`config.mk`:
```
export PLATFORM = sky130hd
export DESIGN_NAME = ad1xx_mem_arbiter
export DESIGN_NICKNAME = d
export VERILOG_FILES = /design/src/rtl/ad1xx_mem_arbiter.sv
export SDC_FILE = /design/constraint.sdc
export NUM_CORES = 1
export LEC_CHECK = 0
export CAP_MARGIN = 40
export CORE_ASPECT_RATIO = 1.5
export CORE_MARGIN = 2
export CORE_UTILIZATION = 55
export CTS_BUF_LIST = sky130_fd_sc_hd__clkbuf_16
export CTS_CLUSTER_SIZE = 20
export DETAILED_ROUTE_END_ITERATION = 8
export DONT_BUFFER_PORTS = 1
export PLACE_DENSITY = 0.7
export SLEW_MARGIN = 20
export SYNTH_ARGS = -nofsm -noshare
export SYNTH_HDL_FRONTEND = slang
export SYNTH_SLANG_ARGS = --single-unit
```
`constraint.sdc`:
```
create_clock -name clk -period 2.9 [get_ports clk]
set_clock_uncertainty 0.05 [all_clocks]
set_input_delay 0.145 -clock clk [delete_from_list [all_inputs] [get_ports clk]]
set_output_delay 0.145 -clock clk [all_outputs]
set_load 0.005 [all_outputs]
```
`src/rtl/ad1xx_mem_arbiter.sv`:
```
// ad1xx memory arbiter: shares one byte-wide RAM port between the fetch
// and load/store ports, sequencing each word as four little-endian beats.
module ad1xx_mem_arbiter #(
  parameter int ADDR_W = 16
) (
  input  logic              clk,
  input  logic              rst_n,
  input  logic              i_req,
  input  logic [ADDR_W-1:0] i_addr,
  output logic              i_ack,
  output logic [31:0]       i_rdata,
  input  logic              d_req,
  input  logic              d_we,
  input  logic [3:0]        d_be,
  input  logic [ADDR_W-1:0] d_addr,
  input  logic [31:0]       d_wdata,
  output logic              d_ack,
  output logic [31:0]       d_rdata,
  output logic              mem_en,
  output logic              mem_we,
  output logic [ADDR_W-1:0] mem_addr,
  output logic [7:0]        mem_wdata,
  input  logic [7:0]        mem_rdata,
  output logic              busy
);

  typedef enum logic [1:0] {
    IDLE,
    XFER,
    DRAIN,
    DONE
  } state_t;

  state_t state, state_nx;

  logic              owner_d;
  logic              last_d;
  logic              we;
  logic              gnt_i;
  logic              gnt_d;
  logic [3:0]        be;
  logic [31:0]       wdata;
  logic [ADDR_W-3:0] word;
  logic [1:0]        beat;
  logic [23:0]       rbuf;
  logic              unused_addr;

  assign unused_addr = ^{i_addr[1:0], d_addr[1:0]};

  // last_d resets high so fetch wins the first tie
  assign gnt_i = i_req && (!d_req || last_d);
  assign gnt_d = d_req && !gnt_i;

  always_ff @(posedge clk or negedge rst_n) begin
    if (!rst_n) state <= IDLE;
    else        state <= state_nx;
  end

  always_comb begin
    state_nx = state;
    unique case (state)
      IDLE:    if (i_req || d_req) state_nx = XFER;
      XFER:    if (beat == 2'd3) state_nx = we ? DONE : DRAIN;
      DRAIN:   state_nx = DONE;
      DONE:    state_nx = IDLE;
      default: state_nx = IDLE;
    endcase
  end

  always_comb begin
    busy      = (state != IDLE);
    mem_en    = 1'b0;
    mem_we    = 1'b0;
    mem_addr  = '0;
    mem_wdata = '0;
    i_ack     = 1'b0;
    d_ack     = 1'b0;
    unique case (1'b1)
      (state == XFER): begin
        mem_en   = 1'b1;
        mem_we   = we && be[beat];
        mem_addr = {word, beat};
        if (we) mem_wdata = wdata[{beat, 3'b000} +: 8];
      end
      (state == DONE): begin
        i_ack = !owner_d;
        d_ack = owner_d;
      end
      default: ;
    endcase
  end

  always_ff @(posedge clk or negedge rst_n) begin
    if (!rst_n) begin
      owner_d <= 1'b0;
      last_d  <= 1'b1;
      we      <= 1'b0;
      be      <= 4'h0;
      wdata   <= '0;
      word    <= '0;
      beat    <= 2'd0;
      rbuf    <= '0;
      i_rdata <= '0;
      d_rdata <= '0;
    end else begin
      unique case (state)
        IDLE: begin
          if (i_req || d_req) begin
            owner_d <= gnt_d;
            we      <= gnt_d && d_we;
            be      <= gnt_d ? d_be : 4'h0;
            wdata   <= gnt_d ? d_wdata : 32'h0;
            word    <= gnt_d ? d_addr[ADDR_W-1:2]
                             : i_addr[ADDR_W-1:2];
            beat    <= 2'd0;
          end
        end
        XFER: begin
          beat <= beat + 2'd1;
          // read data trails the strobe by one cycle
          if (!we && beat != 2'd0)
            rbuf <= {mem_rdata, rbuf[23:8]};
        end
        DRAIN: begin
          if (owner_d) d_rdata <= {mem_rdata, rbuf};
          else         i_rdata <= {mem_rdata, rbuf};
        end
        DONE:    last_d <= owner_d;
        default: ;
      endcase
    end
  end

endmodule
```
Word-level counts from Yosys, hierarchy flattened
Index checks and enable logic that the tools add are counted.
{ "word_totals": {"register_bits": 145, "latch_bits": 0, "ramBits": 0, "romBits": 0, "input_bits": 81, "out_inout_bits": 93, "elab_cells": 60, "mem_count": 0} }
{ "op_classes": {"addsub": 1, "multipliers": 0, "n_div": 0, "magnitude_cmp": 1, "eq_ne": 6, "n_shift": 1, "mux": 18, "bitwise": 1, "n_reduce_logical": 21} }
{ "ops": {"columns": ["operator", "n"], "rows": [
  ["$mux 32", 1],
  ["$shiftx 32x6->8", 1],
  ["$mux 16", 1],
  ["$mux 8", 2],
  ["$mux 14", 1],
  ["$reduce_and 2->1", 6],
  ["$pmux 2 s4", 1],
  ["$eq 2x2->1 const B", 3],
  ["$mux 1", 6],
  ["$mux 2", 3],
  ["$reduce_bool 2->1", 3],
  ["$logic_and 1x1->1", 5],
  ["$logic_not 1->1", 4],
  ["$mux 4", 1],
  ["$ne 2x2->1 const B", 2],
  ["$pmux 2 s2", 1],
  ["$lt 2x3->1 const B", 1],
  ["$add 2x1->2 const B", 1],
  ["$bmux 1 s2", 1],
  ["$eq 2x1->1 const B", 1],
  ["$logic_not 2->1", 1],
  ["$logic_or 1x1->1", 2],
  ["$not 1->1", 1]
]} }

Logic depth before layout (Yosys ltp)
{ "depth": {"depth_word": 6, "depth_mapped": 7, "ltp_nobuf": 5} }

Worst setup path before layout
OpenSTA, ideal clock, no wires.
{ "synth_timing": {"kind": "register to register", "start": "reg beat[0]", "end": "reg rbuf[16]", "setup_ns": 0.125, "t_arrival_ns": 1.787, "t_required_ns": 2.725, "setup_slack_ns": 0.938, "stages_incl_launch_ff": 7, "n_path_buf": 2, "synth_period_minus_slack_ns": 1.962, "cell_sequence": "dfrtp_1 > buf_4 > inv_1 > ha_1 > nor3b_2 > buf_4 > mux2_2"} }
{ "synth_between": {"elab_chain_len": 3} }
{ "synth_lines": {"columns": ["item", "line", "source"], "rows": [
  ["start: declaration", "44", "logic [1:0] beat;"],
  ["start signal: assignment", "119", "beat <= beat + 2'd1;"],
  ["$reduce_bool 2->1", "121", "if (!we && beat != 2'd0)"],
  ["$logic_and 1x1->1", "121", null],
  ["$reduce_and 2->1 (no source line)", null, null],
  ["end signal: assignment", "122", "rbuf <= {mem_rdata, rbuf[23:8]};"],
  ["end: declaration", "45", "logic [23:0] rbuf;"]
]} }
No other way between the ends.
A chain may end at the register's enable or synchronous reset.

Worst setup path in the final report
{ "layout_timing": {"start": "reg state[0]", "end": "reg beat[1]"} }
{ "layout_between": {"elab_chain_len": 3, "elab_cells_between_ends": 6, "cone_classes": "eq/ne (2); mux (1); reduce/logical (3)"} }
{ "layout_lines": {"columns": ["item", "line", "source"], "rows": [
  ["start: declaration", "34", "state_t state, state_nx;"],
  ["start signal: assignment", "56", "else state <= state_nx;"],
  ["$eq 2x1->1 / $logic_not 2->1 (equally long branches)", "106", "unique case (state)"],
  ["$reduce_bool 2->1 (no source line) / $ne 2x2->1 (equally long branches)", null, null],
  ["$reduce_and 2->1 (no source line)", null, null]
]} }
Several ways; a longest one is shown, not always the timed one.

==> results_tabular.tex <==
\begin{tabular}{lr}
\hline
Metric & Value \\
\hline
\multicolumn{2}{l}{\textbf{Floorplan}} \\
\quad Number of placed I/O pins & $\sim$170 \\
\quad Die footprint & approximately 0.012 mm² \\
\quad CORE AREA & $\sim$0.011 mm² \\
\quad Total number of placement rows & 46 \\
\quad DIE HEIGHT & 131.6 µm \\
\quad Horizontal die dimension & 89.06 µm \\
\quad Initial standard-cell utilization of the core & 56.36\% \\
\multicolumn{2}{l}{\textbf{Worst setup path}} \\
\quad CP cell instances & inv\_1, ha\_1, o21ai\_4, dlygate4sd3\_1, nand3\_1, nand2\_1, dlygate4sd3\_1 \\
\quad Critical path buffer and inverter count & 3 \\
\quad Type of the worst setup path & flop to flop \\
\quad Reg2reg start & state[0] \\
\quad Worst reg-to-reg path cell count & 7 \\
\quad Cell family with most CP delay & buffers and inverters \\
\quad CP arrival & about 2.7 ns \\
\quad Slowest stage cell, crit path & sky130\_fd\_sc\_hd\_\_dlygate4sd3\_1 \\
\quad Worst R2R Setup Slack & 0.48 ns \\
\quad Critical path data required time & 3.14 ns \\
\quad Largest stage delay on the critical path & 0.61 ns \\
\quad Crit-path max FO & 6 \\
\quad Crit-path most repeated cell & sky130\_fd\_sc\_hd\_\_dlygate4sd3\_1 \\
\quad Capturing element type of the critical path & flop \\
\quad Critical Path Start Type & flop \\
\quad Endpoint of the most critical register-to-register path & beat[1] \\
\multicolumn{2}{l}{\textbf{Yosys}} \\
\quad Number of warnings printed during yosys synthesis & 0 \\
\quad Mean area per synthesized cell & 14.11 µm² \\
\quad Cell variety after synth & 31 \\
\quad Fraction of the mapped netlist area in compound gates & just under 9\% \\
\quad Post-synthesis async set-or-reset flop share & 100.0\% \\
\quad Mapped cell area & 0.005968 mm² \\
\quad Area share of and/or/nand/nor cells after synthesis & 6.080\% \\
\quad Flops \& latches, synth & 145 \\
\quad Net count of the mapped netlist & $\sim$500 \\
\quad Dominant combinational cell family by area after synthesis & multiplexers \\
\quad Number of enable-type register cells in the synthesized netlist & 0 \\
\quad Post-Syn Instances & 423 \\
\quad Adder-cell area share of the yosys netlist & 1.258\% \\
\quad Area share of xor/xnor cells in the synthesized design & 0\% \\
\quad Portion of netlist area occupied by mux cells & 20.44\% \\
\quad Sequential-to-total area share from yosys stat & 60.82\% \\
\quad Most used flip-flop cell after synthesis & sky130\_fd\_sc\_hd\_\_dfrtp\_1 \\
\multicolumn{2}{l}{\textbf{Layout}} \\
\quad Final net count & between 500 and 600 \\
\quad Final core utilization & 70.76\% \\
\quad Total area of multi-input combinational cells & 0.002200 mm² \\
\quad Share of post-route cells with drive strength above 1 & 27.57\% \\
\quad Fillers & 713 \\
\quad Area used by sequential logic in the layout & approximately 0.0036 mm² \\
\quad Area growth syn-to-layout & 25.56\% \\
\quad Antenna diode instance count & 0 \\
\multicolumn{2}{l}{\textbf{Route}} \\
\quad Total Routed Length & 13410 µm \\
\quad Met1 Routed Length & 4843 µm \\
\quad Post-detailed-route wirelength per cell & 20.35 µm \\
\quad Uppermost layer routed & met4 \\
\quad Number of remaining DRC errors & 0 \\
\quad Total met2 wirelength after detailed routing & 7471 µm \\
\quad Mean number of vias per cell & about 5.7 \\
\quad Sum of met3 wire segment lengths after detailed routing & $\sim$930 µm \\
\quad Detailed-route via count & 3779 \\
\quad Detailed router's first-iteration violation count & $\sim$140 \\
\quad Remaining antenna violation count & 0 \\
\quad TritonRoute pass-1 iters & 4 \\
\multicolumn{2}{l}{\textbf{Timing}} \\
\quad Number of max-slew violations in the final report & 0 \\
\quad Hold slack & -0.6176 ns \\
\quad Maximum frequency from static timing analysis & approximately 0.41 GHz \\
\quad Number of endpoints failing setup at the final stage & 0 \\
\quad RSZ-0062 raised after global routing & false \\
\quad Number of failing hold endpoints at the final stage & 145 \\
\quad Final period util & 83.54\% \\
\quad Max-slew headroom & just under 60\% \\
\quad Transition time of the tightest slew-check pin & 0.6125 ns \\
\quad Summed negative setup slack over all endpoints & 0 ns \\
\quad Shortest period the worst path allows & around 2.4 ns \\
\multicolumn{2}{l}{\textbf{Global routing}} \\
\quad Grt total ovfl & 0 \\
\quad Wire length of the first global-routing pass & approximately 21000 µm \\
\quad Maximum number of pins on one net before global-route repair & approximately 150 \\
\quad Number of antenna violations at the first check in global routing & 0 \\
\quad Number of global-route vias before repair & 4071 \\
\quad Global-route usage over all layers & between 20\% and 30\% \\
\multicolumn{2}{l}{\textbf{Power and ir drop}} \\
\quad Sequential group share of total power & $\sim$43\% \\
\quad Cell-internal power & about 6100 µW \\
\quad Switching portion of total power & 30.71\% \\
\quad Net Sw Power & 2689 µW \\
\quad Share of total power in combinational logic & 31.4\% \\
\quad PwrDens & 1168 mW/mm² \\
\quad Worst vdd ir & 0.5766 mV \\
\quad P\_leak & about 0.0033 µW \\
\quad Clock power frac & 25.8\% \\
\multicolumn{2}{l}{\textbf{Clocking}} \\
\quad TritonCTS buffer count & 17 \\
\quad Cts-stage hold buffer count & 77 \\
\quad Clk sinks & $\sim$150 \\
\quad Latest clock arrival within the worst-skew pair & 0.40 ns \\
\quad CTS H-tree depth & 4 \\
\quad Post-CTS setup repair buffer count & 0 \\
\quad CTS tree & done \\
\quad Clock Tree Buf Depth & 2 \\
\quad Count of cells resized by post-cts repair & 0 \\
\quad Clock-pin slew of the registers on the worst-case setup and hold paths & 0.06 ns \\
\quad Clock Tree Root & sky130\_fd\_sc\_hd\_\_clkbuf\_16 \\
\multicolumn{2}{l}{\textbf{Placement}} \\
\quad Detailed placer's ending HPWL & 7890 µm \\
\quad Final weighted congestion in routability-driven placement & 0.7041 \\
\quad Number of buffers inserted by port buffering & 0 \\
\multicolumn{2}{l}{\textbf{Status}} \\
\quad Failing checks & hold timing \\
\quad Status & complete, but fails checks \\
\multicolumn{2}{l}{\textbf{Flow run}} \\
\quad Max-cap check violation count & 0 \\
\multicolumn{2}{l}{\textbf{Hold path}} \\
\quad Type of the tightest min-delay check & primary input to asynchronous set/reset pin \\
\hline
\end{tabular}
cell usage in the layout, fill, tap and decap left out, types with 4 or more instances in the layout:
cell type / netlist / final
sky130_fd_sc_hd__buf_4: 9 / 8
sky130_fd_sc_hd__a22o_1: 37 / 37
sky130_fd_sc_hd__inv_1: 5 / 5
sky130_fd_sc_hd__mux4_2: 9 / 9
sky130_fd_sc_hd__a21oi_1: 28 / 28
sky130_fd_sc_hd__mux2_2: 87 / 87
sky130_fd_sc_hd__nor2_1: 15 / 15
sky130_fd_sc_hd__nand2_1: 18 / 18
sky130_fd_sc_hd__bufinv_16: 0 / 4
sky130_fd_sc_hd__clkinv_4: 0 / 4
sky130_fd_sc_hd__ha_1: 6 / 6
sky130_fd_sc_hd__and2_1: 17 / 17
sky130_fd_sc_hd__nor2b_1: 10 / 10
sky130_fd_sc_hd__dlygate4sd3_1: 0 / 77
sky130_fd_sc_hd__dfrtp_1: 144 / 144
sky130_fd_sc_hd__clkbuf_16: 0 / 17
layer usage:
layer  global-route usage, %  up-vias
li1                        -     1671
met1                   26.35     1930
met2                   42.29      161
met3                   7.349       17
met4                   6.965        0
met5                       0        -
flip-flops by register name, indices dropped and copies added (netlist names):
register  flops
be            4
beat          2
d_rdata      32
i_rdata      32
last_d        1
owner_d       1
rbuf         24
state         2
wdata        32
we            1
word         14
through the flow:
step | hold slack (ns) | std cells | setup WS [ns] | power [µW] | cell area, µm²
2_1_floorplan | -0.2006 | 423 | 0.9378 | 5548 | 5968
4_1_cts | -0.6339 | 659 | 0.4706 | 8764 | 7493
3_3_place_gp | -0.1976 | 549 | 0.9201 | 5996 | 6081
3_5_place_dp | -0.1970 | 551 | 0.8943 | 6198 | 6108
6_report | -0.6176 | 659 | 0.4774 | 8754 | 7493
5_1_grt | -0.6475 | 659 | 0.3704 | 9247 | 7493
synth_stat cells (6+ instances only):
library cell | count | area, µm²
sky130_fd_sc_hd__mux2_2 | 87 | 979.7
sky130_fd_sc_hd__nor2b_1 | 10 | 62.56
sky130_fd_sc_hd__buf_4 | 9 | 67.56
sky130_fd_sc_hd__dfrtp_1 | 144 | 3603
sky130_fd_sc_hd__buf_2 | 7 | 35.03
sky130_fd_sc_hd__clkbuf_1 | 9 | 33.78
sky130_fd_sc_hd__and2_1 | 17 | 106.4
sky130_fd_sc_hd__mux4_2 | 9 | 202.7
sky130_fd_sc_hd__ha_1 | 6 | 75.07
sky130_fd_sc_hd__a21oi_1 | 28 | 140.1
sky130_fd_sc_hd__nor2_1 | 15 | 56.30
sky130_fd_sc_hd__a22o_1 | 37 | 324.1
sky130_fd_sc_hd__nand2_1 | 18 | 67.56
worst max path at each step:
stage          startpoint  slack, ns  depth (start not counted)  endpoint
5_1_grt          state[0]       0.37                          7   word[5]
3_5_place_dp     state[1]       0.89                          6  rbuf[23]
2_1_floorplan     beat[0]       0.94                          6  rbuf[16]
4_1_cts          state[0]       0.47                          7   beat[1]
6_report         state[0]       0.48                          7   beat[1]
3_3_place_gp     state[1]       0.92                          6   rbuf[0]
power groups by stage:
stage / clock network [µW] / logic, µW / registers (µW)
6_report: 2260 / 2750 / 3740
5_1_grt: 2400 / 2970 / 3880
4_1_cts: 2290 / 2730 / 3740
3_5_place_dp: 0 / 2440 / 3760
3_3_place_gp: 0 / 2290 / 3710
2_1_floorplan: 0 / 2050 / 3500
cell type report:
| type | count | share of cell area, % |
|---|---|---|
| tap | 144 | 2.404 |
| multi-input combinational | 248 | 29.35 |
| timing repair buffer | 86 | 11.35 |
| inverter | 5 | 0.2505 |
| clock buffer | 17 | 5.677 |
| clock inverter | 14 | 2.521 |
| sequential | 145 | 48.44 |
kinds of logic (layout without fill, tap and decap cells):
group           after synthesis  after routing
mux                          99             99
compound gates               73             73
buf+inv                      30            122
flops                       145            145
fa+ha+maj                     6              6
simple gates                 70             70
No activity file was read; power rests on OpenSTA's default activity.
